### config.mk
export PLATFORM = sky130hd
export DESIGN_NAME = pipeline_ctrl
export DESIGN_NICKNAME = d
export VERILOG_FILES = /design/src/rtl/arm_pkg.sv /design/src/rtl/hazard_detect_unit.sv /design/src/rtl/pipeline_ctrl.sv
export SDC_FILE = /design/constraint.sdc
export NUM_CORES = 1
export LEC_CHECK = 0
export CAP_MARGIN = 0
export CORE_AREA = 10 10 69 71
export DETAILED_ROUTE_END_ITERATION = 8
export DIE_AREA = 0 0 79 81
export GPL_ROUTABILITY_DRIVEN = 0
export MAX_ROUTING_LAYER = met4
export PLACE_DENSITY = 0.74
export SLEW_MARGIN = 25
export SYNTH_ARGS = -nofsm -noshare
export SYNTH_HDL_FRONTEND = slang
export SYNTH_SLANG_ARGS = --single-unit
### constraint.sdc
create_clock -name clk -period 3.4 [get_ports clk]
set_input_delay 0.51 -clock clk [delete_from_list [all_inputs] [get_ports clk]]
set_output_delay 0.51 -clock clk [all_outputs]
set_load 0.03 [all_outputs]
### src/rtl/arm_pkg.sv
// Shared types and constants for the ARM core pipeline control logic.
package arm_pkg;

  localparam int REG_IDX_W   = 4;
  localparam int WAIT_CNT_W  = 8;
  localparam int STALL_CNT_W = 16;

  // Pipeline sequencer states: normal flow, waiting on SRAM, dead on SRAM timeout.
  typedef enum logic [1:0] {
    RUN      = 2'd0,
    MEM_WAIT = 2'd1,
    ERR      = 2'd2
  } ctrl_state_t;

  // True when a stage that writes a register targets the given source index.
  // Register 0 is an ordinary register here, so no index is excluded.
  function automatic logic reg_match(input logic                 wb_en,
                                     input logic [REG_IDX_W-1:0] dest,
                                     input logic [REG_IDX_W-1:0] src);
    return wb_en & (dest == src);
  endfunction

endpackage

### src/rtl/hazard_detect_unit.sv
// RAW hazard detector: compares the ID sources against the EXE and MEM
// destinations. Without forwarding every match stalls; with forwarding only
// a load in EXE (whose data is not ready yet) forces a stall.
import arm_pkg::*;

module hazard_detect_unit #(
  parameter bit FORWARD_EN = 1'b0
) (
  input  logic [REG_IDX_W-1:0] src1,
  input  logic [REG_IDX_W-1:0] src2,
  input  logic                 two_src,
  input  logic                 exe_wb_en,
  input  logic [REG_IDX_W-1:0] exe_dest,
  input  logic                 exe_mem_read,
  input  logic                 mem_wb_en,
  input  logic [REG_IDX_W-1:0] mem_dest,
  output logic                 raw
);

  logic exe_src1;
  logic exe_src2;
  logic mem_src1;
  logic mem_src2;

  // Per-source match terms; src2 only counts when it is a live operand.
  always_comb begin
    exe_src1 = reg_match(exe_wb_en, exe_dest, src1);
    exe_src2 = two_src & reg_match(exe_wb_en, exe_dest, src2);
    mem_src1 = reg_match(mem_wb_en, mem_dest, src1);
    mem_src2 = two_src & reg_match(mem_wb_en, mem_dest, src2);
  end

  // Combine the terms according to whether a forwarding network exists.
  always_comb begin
    raw = 1'b0;
    if (FORWARD_EN) begin
      raw = exe_mem_read & (exe_src1 | exe_src2);
    end else begin
      raw = exe_src1 | exe_src2 | mem_src1 | mem_src2;
    end
  end

endmodule

### src/rtl/pipeline_ctrl.sv
// Central pipeline sequencer: RAW hazard bubbles, SRAM wait freezing,
// branch flushes, a sticky SRAM timeout flag and a saturating stall counter.
//
// SRAM handshake: mem_access is held by the MEM stage for the whole request;
// mem_ready is a one-cycle completion pulse. The cycle carrying mem_ready is
// an unfrozen cycle, so the pipeline advances on the edge that ends it. A
// mem_ready seen in RUN with no mem_access is ignored.
import arm_pkg::*;

module pipeline_ctrl #(
  parameter bit FORWARD_EN  = 1'b0,
  parameter int MEM_TIMEOUT = 64
) (
  input  logic                   clk,
  input  logic                   rst,
  input  logic [REG_IDX_W-1:0]   src1,
  input  logic [REG_IDX_W-1:0]   src2,
  input  logic                   two_src,
  input  logic                   exe_wb_en,
  input  logic [REG_IDX_W-1:0]   exe_dest,
  input  logic                   exe_mem_read,
  input  logic                   mem_wb_en,
  input  logic [REG_IDX_W-1:0]   mem_dest,
  input  logic                   branch_taken,
  input  logic                   mem_access,
  input  logic                   mem_ready,
  output logic                   hazard,
  output logic                   freeze,
  output logic                   flush,
  output logic                   stall_pipe,
  output logic                   mem_err,
  output logic [STALL_CNT_W-1:0] stall_cnt,
  output ctrl_state_t            dbg_state
);

  // The first waiting cycle happens in RUN and loads wait_cnt to 1, so in
  // MEM_WAIT the current waiting cycle is number wait_cnt+1. Timeout fires
  // at the end of waiting cycle MEM_TIMEOUT.
  localparam logic [WAIT_CNT_W-1:0] TIMEOUT_LIM = WAIT_CNT_W'(MEM_TIMEOUT - 1);

  ctrl_state_t            state_q,     state_d;
  logic [WAIT_CNT_W-1:0]  wait_cnt_q,  wait_cnt_d;
  logic                   mem_err_q,   mem_err_d;
  logic [STALL_CNT_W-1:0] stall_cnt_q, stall_cnt_d;
  logic                   raw;

  hazard_detect_unit #(
    .FORWARD_EN (FORWARD_EN)
  ) u_hazard (
    .src1         (src1),
    .src2         (src2),
    .two_src      (two_src),
    .exe_wb_en    (exe_wb_en),
    .exe_dest     (exe_dest),
    .exe_mem_read (exe_mem_read),
    .mem_wb_en    (mem_wb_en),
    .mem_dest     (mem_dest),
    .raw          (raw)
  );

  // State, wait counter, sticky error and stall counter registers.
  always_ff @(posedge clk or posedge rst) begin
    if (rst) begin
      state_q     <= RUN;
      wait_cnt_q  <= '0;
      mem_err_q   <= 1'b0;
      stall_cnt_q <= '0;
    end else begin
      state_q     <= state_d;
      wait_cnt_q  <= wait_cnt_d;
      mem_err_q   <= mem_err_d;
      stall_cnt_q <= stall_cnt_d;
    end
  end

  // Next-state logic and the pipeline-wide freeze for SRAM accesses.
  always_comb begin
    state_d    = state_q;
    wait_cnt_d = wait_cnt_q;
    stall_pipe = 1'b0;
    case (state_q)
      RUN: begin
        stall_pipe = mem_access & ~mem_ready;
        if (mem_access && !mem_ready) begin
          state_d    = MEM_WAIT;
          wait_cnt_d = WAIT_CNT_W'(1);
        end
      end
      MEM_WAIT: begin
        stall_pipe = ~mem_ready;
        if (mem_ready) begin
          state_d    = RUN;
          wait_cnt_d = '0;
        end else if (wait_cnt_q >= TIMEOUT_LIM) begin
          state_d = ERR;
        end else begin
          wait_cnt_d = wait_cnt_q + WAIT_CNT_W'(1);
        end
      end
      ERR: begin
        stall_pipe = 1'b1;
      end
      default: begin
        state_d    = RUN;
        wait_cnt_d = '0;
      end
    endcase
  end

  // Stage control outputs: a frozen pipeline neither flushes nor bubbles,
  // and a flushed ID instruction needs no bubble.
  always_comb begin
    flush  = branch_taken & ~stall_pipe;
    hazard = raw & ~stall_pipe & ~flush;
    freeze = hazard | stall_pipe;
  end

  // Sticky error rises the cycle after ERR is entered; stall counter saturates.
  always_comb begin
    mem_err_d   = mem_err_q | (state_q == ERR);
    stall_cnt_d = stall_cnt_q;
    if (freeze && (stall_cnt_q != {STALL_CNT_W{1'b1}})) begin
      stall_cnt_d = stall_cnt_q + STALL_CNT_W'(1);
    end
  end

  assign mem_err   = mem_err_q;
  assign stall_cnt = stall_cnt_q;
  assign dbg_state = state_q;

endmodule

* Yosys cells after proc, flatten, opt, wreduce, memory -nomap -nowiden *
Index checks and enable logic that the tools add are counted.

storage, ports and cells
  register bits = 27
  output and inout bits = 23
  word-level logic and storage cells = 51

operators by class
  add/subtract/negate cells = 2
  $lt $le $gt $ge = 1
  equal/unequal tests = 10
  muxes and demuxes = 9
  bitwise operators = 19
  reductions and logical operators = 6

operator list
  operator                                                           number
  2-to-1 mux 8 bit                                                   3
  one-hot mux 8 bit (3 select lines)                                 1
  adder 16 x 1 -> 16 bit, second input constant                      1
  == test 4 bit                                                      4
  inequality test 16 bit, second input constant                      1
  bitwise AND 1 bit                                                  10
  adder 8 x 1 -> 8 bit, second input constant                        1
  greater-or-equal comparator 8 x 6 -> 1 bit, second input constant  1
  2-to-1 mux 2 bit                                                   3
  inequality test 3 bit, second input constant                       2
  one-hot mux 2 bit (3 select lines)                                 1
  AND reduction 3 bit                                                2
  OR 1 bit                                                           5
  NOT 1 bit                                                          4
  one-hot mux 1 bit (3 select lines)                                 1
  == test 2 x 1 -> 1 bit, second input constant                      1
  == test 2 bit, second input constant                               1
  logical AND 1 bit                                                  2
  zero test 2 bit                                                    1
  inequality test 2 bit, second input constant                       1
  zero test 1 bit                                                    1

* Longest topological paths before layout *
  depth after elaboration = 10
  gate-level depth with buffers = 9

* Cells and area by module *
A second synthesis with hierarchy kept.

second synthesis, totals
  cells, all modules = 156
  area, all modules = 1570.3 sq um

by module, submodules not included
  module              times used  cells each  area each (sq um)  seq. area each (sq um)
  pipeline_ctrl       1           131         1381.3             675.6
  hazard_detect_unit  1           25          188.9              0.0

* Worst setup path after synthesis *
No wires, ideal clock.

  path type = reg-to-output
  start point = register state_q[0], in the netlist dbg_state[0]
  end point = output port hazard
  arrival time = 1.660 ns
  required time = 2.890 ns
  setup slack = 1.230 ns
  stages on the path, launching flop included = 6
  buffers on the path = 1
  cell sequence = dfrtp_1 > clkbuf_1 > o21ai_0 > and2_1 > inv_1 > nor2_1

on the way
  word-level cells in the longest chain between the ends = 6

ends and longest elaborated chain
  item                                    RTL line                                    text
  from (decl)                             pipeline_ctrl.sv:41                         ctrl_state_t state_q, state_d;
  from (signal assigned)                  pipeline_ctrl.sv:69                         state_q <= state_d;
  == test 2 bit (tied with other cells)   pipeline_ctrl.sv:81                         case (state_q)
  one-hot mux 1 bit (3 select lines) (*)  pipeline_ctrl.sv:81
  named net stall_pipe                    pipeline_ctrl.sv:30                         output logic stall_pipe,
  NOT 1 bit (*)                           pipeline_ctrl.sv:113, pipeline_ctrl.sv:114
  bitwise AND 1 bit                       pipeline_ctrl.sv:113                        flush = branch_taken & ~stall_pipe;
  NOT 1 bit                               pipeline_ctrl.sv:114                        hazard = raw & ~stall_pipe & ~flush;
  bitwise AND 1 bit (*)                   pipeline_ctrl.sv:114
  to (decl)                               pipeline_ctrl.sv:27                         output logic hazard,

Mark *: on every way through the listed nets, which the timed path passes. The rest lies on a longest branch.

* Worst setup path after layout *
  start point = input port mem_dest[1]
  end point = output port freeze

on the way
  word-level cells in the longest chain between the ends = 7

ends and longest elaborated chain
  item                                           RTL line                                            text
  from (decl)                                    pipeline_ctrl.sv:23                                 input logic [REG_IDX_W-1:0] mem_dest,
  == test 4 bit                                  arm_pkg.sv:20                                       return wb_en & (dest == src);
  bitwise AND 1 bit                              arm_pkg.sv:20
  OR 1 bit or bitwise AND 1 bit (tied branches)  hazard_detect_unit.sv:39, hazard_detect_unit.sv:30
  OR 1 bit (*)                                   hazard_detect_unit.sv:39                            raw = exe_src1 | exe_src2 | mem_src1 | mem_src2;
  bitwise AND 1 bit (*) (2 in series)            pipeline_ctrl.sv:114
  OR 1 bit (*)                                   pipeline_ctrl.sv:115                                freeze = hazard | stall_pipe;
  to (decl)                                      pipeline_ctrl.sv:28                                 output logic freeze,

Mark *: on every way between the ends. The rest lies on a longest branch, timed or not.

==> run summary <==
Min Hold Slack = 0.483 ns
Hold Path Stages = 1
core box area = 3520 um^2
kind of critical path = in -> out
DRT Pass-1 Iters = 4
r2r setup slk = 1.15 ns
maximum vdd drop = 288 uV
fin cells = 254
Initial Util = 42.9%
global-route wire length before repair = 6150 um
sequential area share after synthesis = 44.7%
Ant. Diodes = 0
Setup Buffers After CTS = 0
Main synth FF type = dfrtp_1
CP max FO = 3
Setup Skew = 0.00441 ns
R2R Path End = wait_cnt_q[5]$_DFFE_PP0P_
depth of the CTS H-tree = 1
mux cell area share after synthesis = 1.41%
DIE AREA = 6400 um^2
CTS tree = done
boundary pin count = 48
synthesized-area fraction occupied by and/or/nand/nor cells = 22.4%
CP Launch Type = primary input
Overflow after GRT = 0
Slew HR = 58.1%
reg2reg path depth = 7
final WL = 3630 um
largest net degree at the start of global routing = 28
Synth Register Bits = 27
HP Class = reg -> reg
worst-margin pin slew = 0.629 ns
CP Capture Type = primary output
YS warnings = 0
status = complete, no violations
Die Y = 81 um
critical path arrival = 2.60 ns
most frequent cells in the layout = clkdlybuf4s50_1, dfrtp_1, nand2_1
initial antenna violation count = 0
Routed Antenna Nets = 0
Power Dens Cells = 443 nW/um^2
Residual DRC = 0
Via density = 5.01
Post-Syn Area = 1510 um^2
Synth Area in Compound Gates = 8.44%
Site Rows = 22
FFs w/ async S/R, synth = 100%
Hold Path Origin = mem_err$_DFF_PP0_
EDFF count, synth = 0
Hold Crit Endpoint = mem_err$_DFF_PP0_
f_max = 321 MHz
Root Buffer = clkbuf_4
Final Hold Fails = 0
synthesized-area fraction occupied by adder cells = 1.66%
setup TNS = 0 ns
minimum clock period = 3.11 ns
Area Growth Syn to Fin = 34.9%
Distinct cells, synth = 33
GRT Total Usage = 12.1%
Max-Cap Viols = 0
share of cells above drive strength 1 = 4.37%
FF-to-FF Start = wait_cnt_q[0]$_DFFE_PP0P_
Cells after Synth = 159
final worst path period share = 91.6%
Gates resized, CTS repair = 0
WL/cell = 14.3 um
Die W = 79 um
number of port buffers = 46
Critical Path RT = 2.89 ns
leakage power = 0.857 nW
final setup violation count = 0
Slew Limit Fails = 0
vias in the first global route = 1320
post-layout util = 57.9%
clk buf depth = 2
routed vias = 1273
hold_buf cts = 0
Clock Pin Slew Worst Setup and Hold Paths = 0.14 ns
nets = 234
HPWL after DPL = 2910 um
post-synthesis xor/xnor area fraction = 17.4%
CTS buffer count = 3
largest family of logic cells by synthesized area = simple AND/OR/NAND/NOR gates
Avg Cell Area, Syn = 9.51 um^2
Syn Nets = 186
later-pin clock latency in the skew report = 0.33 ns
Placed Instances = 250
unrepaired setup endpoints after global routing = no
DRT iter0 DRCs = 106
leading cell type in the layout, fill and taps excluded = clkdlybuf4s50_1
CTS Sinks = 27
state kept, by name, summed over array words and instances, names as in the netlist:
signal	cells
dbg_state	2
wait_cnt_q	8
mem_err	1
stall_cnt	16
cell type report:
cell class	count	area (um^2)
clock buffers	3	22.5
clock inverters	1	5.00
fillers	322	1480
inverters	11	41.3
multi-input cells	118	774
flip-flops and latches	27	676
well taps	48	60.1
repair buffers	46	460
cells in the mapped netlist, drive strengths merged (2+ instances only):
master / number / area share [%]
nand2b: 3 / 1.2
dfrtp: 27 / 45
nand3: 6 / 2.0
nor3: 3 / 0.99
nor4: 3 / 1.2
buf: 2 / 1.1
nand2: 19 / 4.7
o21ai: 8 / 2.6
nor2: 11 / 2.7
ha: 2 / 1.7
inv: 11 / 2.7
and3: 6 / 2.5
xor2: 13 / 7.5
a21oi: 2 / 0.91
xnor2: 17 / 9.9
nand4: 11 / 4.6
cells by family (layout without fill, tap and decap cells):
kind of cell	Yosys count	after routing
xor gates and xnor gates	30	30
AOI/OAI and AO/OA	18	18
DFF	27	27
adders and majority gates	2	2
muxes	2	2
buffers and inverters	14	61
and+or+nand+nor	66	66
worst max path at each step:
stage,slack (ns),start,cells past startpoint,endpoint
3_3_place_gp,0.28,mem_dest[1],7,freeze
3_5_place_dp,0.27,mem_dest[1],7,freeze
6_report,0.29,mem_dest[1],7,freeze
5_1_grt,0.18,src2[2],7,freeze
4_1_cts,0.27,mem_dest[1],7,freeze
2_1_floorplan,1.23,dbg_state[0]$_DFFE_PP0P_,5,hazard
where the power goes:
part	internal (W)	switching, W
Clock	0.0000442	0.0000942
Combinational	0.000154	0.000181
Sequential	0.000366	0.0000647
metal layers:
metal	up-vias	GRT usage, %	share of wire, %	routed length, um
met1	594	12.9	40	1460
met2	30	21.7	53	1940
met3	4	3.75	5.6	204
met4	0	2.15	0.77	28
met5	-	-	0	0
li1	645	-	-	-
critical path, stage by stage:
cell,delay [ns]
clkdlybuf4s50_1,0.49
inv_1,0.06
a222oi_1,0.31
nor4b_2,0.27
o41ai_2,0.12
nand2_1,0.14
clkdlybuf4s50_1,0.69
stage by stage:
step	setup WS, ns	total power, W	instance area, um^2
6_report	0.286	0.000904	2040
5_1_grt	0.180	0.000963	2040
4_1_cts	0.270	0.000915	2040
3_5_place_dp	0.271	0.000775	2010
3_3_place_gp	0.283	0.000767	2010
2_1_floorplan	1.23	0.000625	1510
Note: power is estimated with default switching activity, not from simulation.
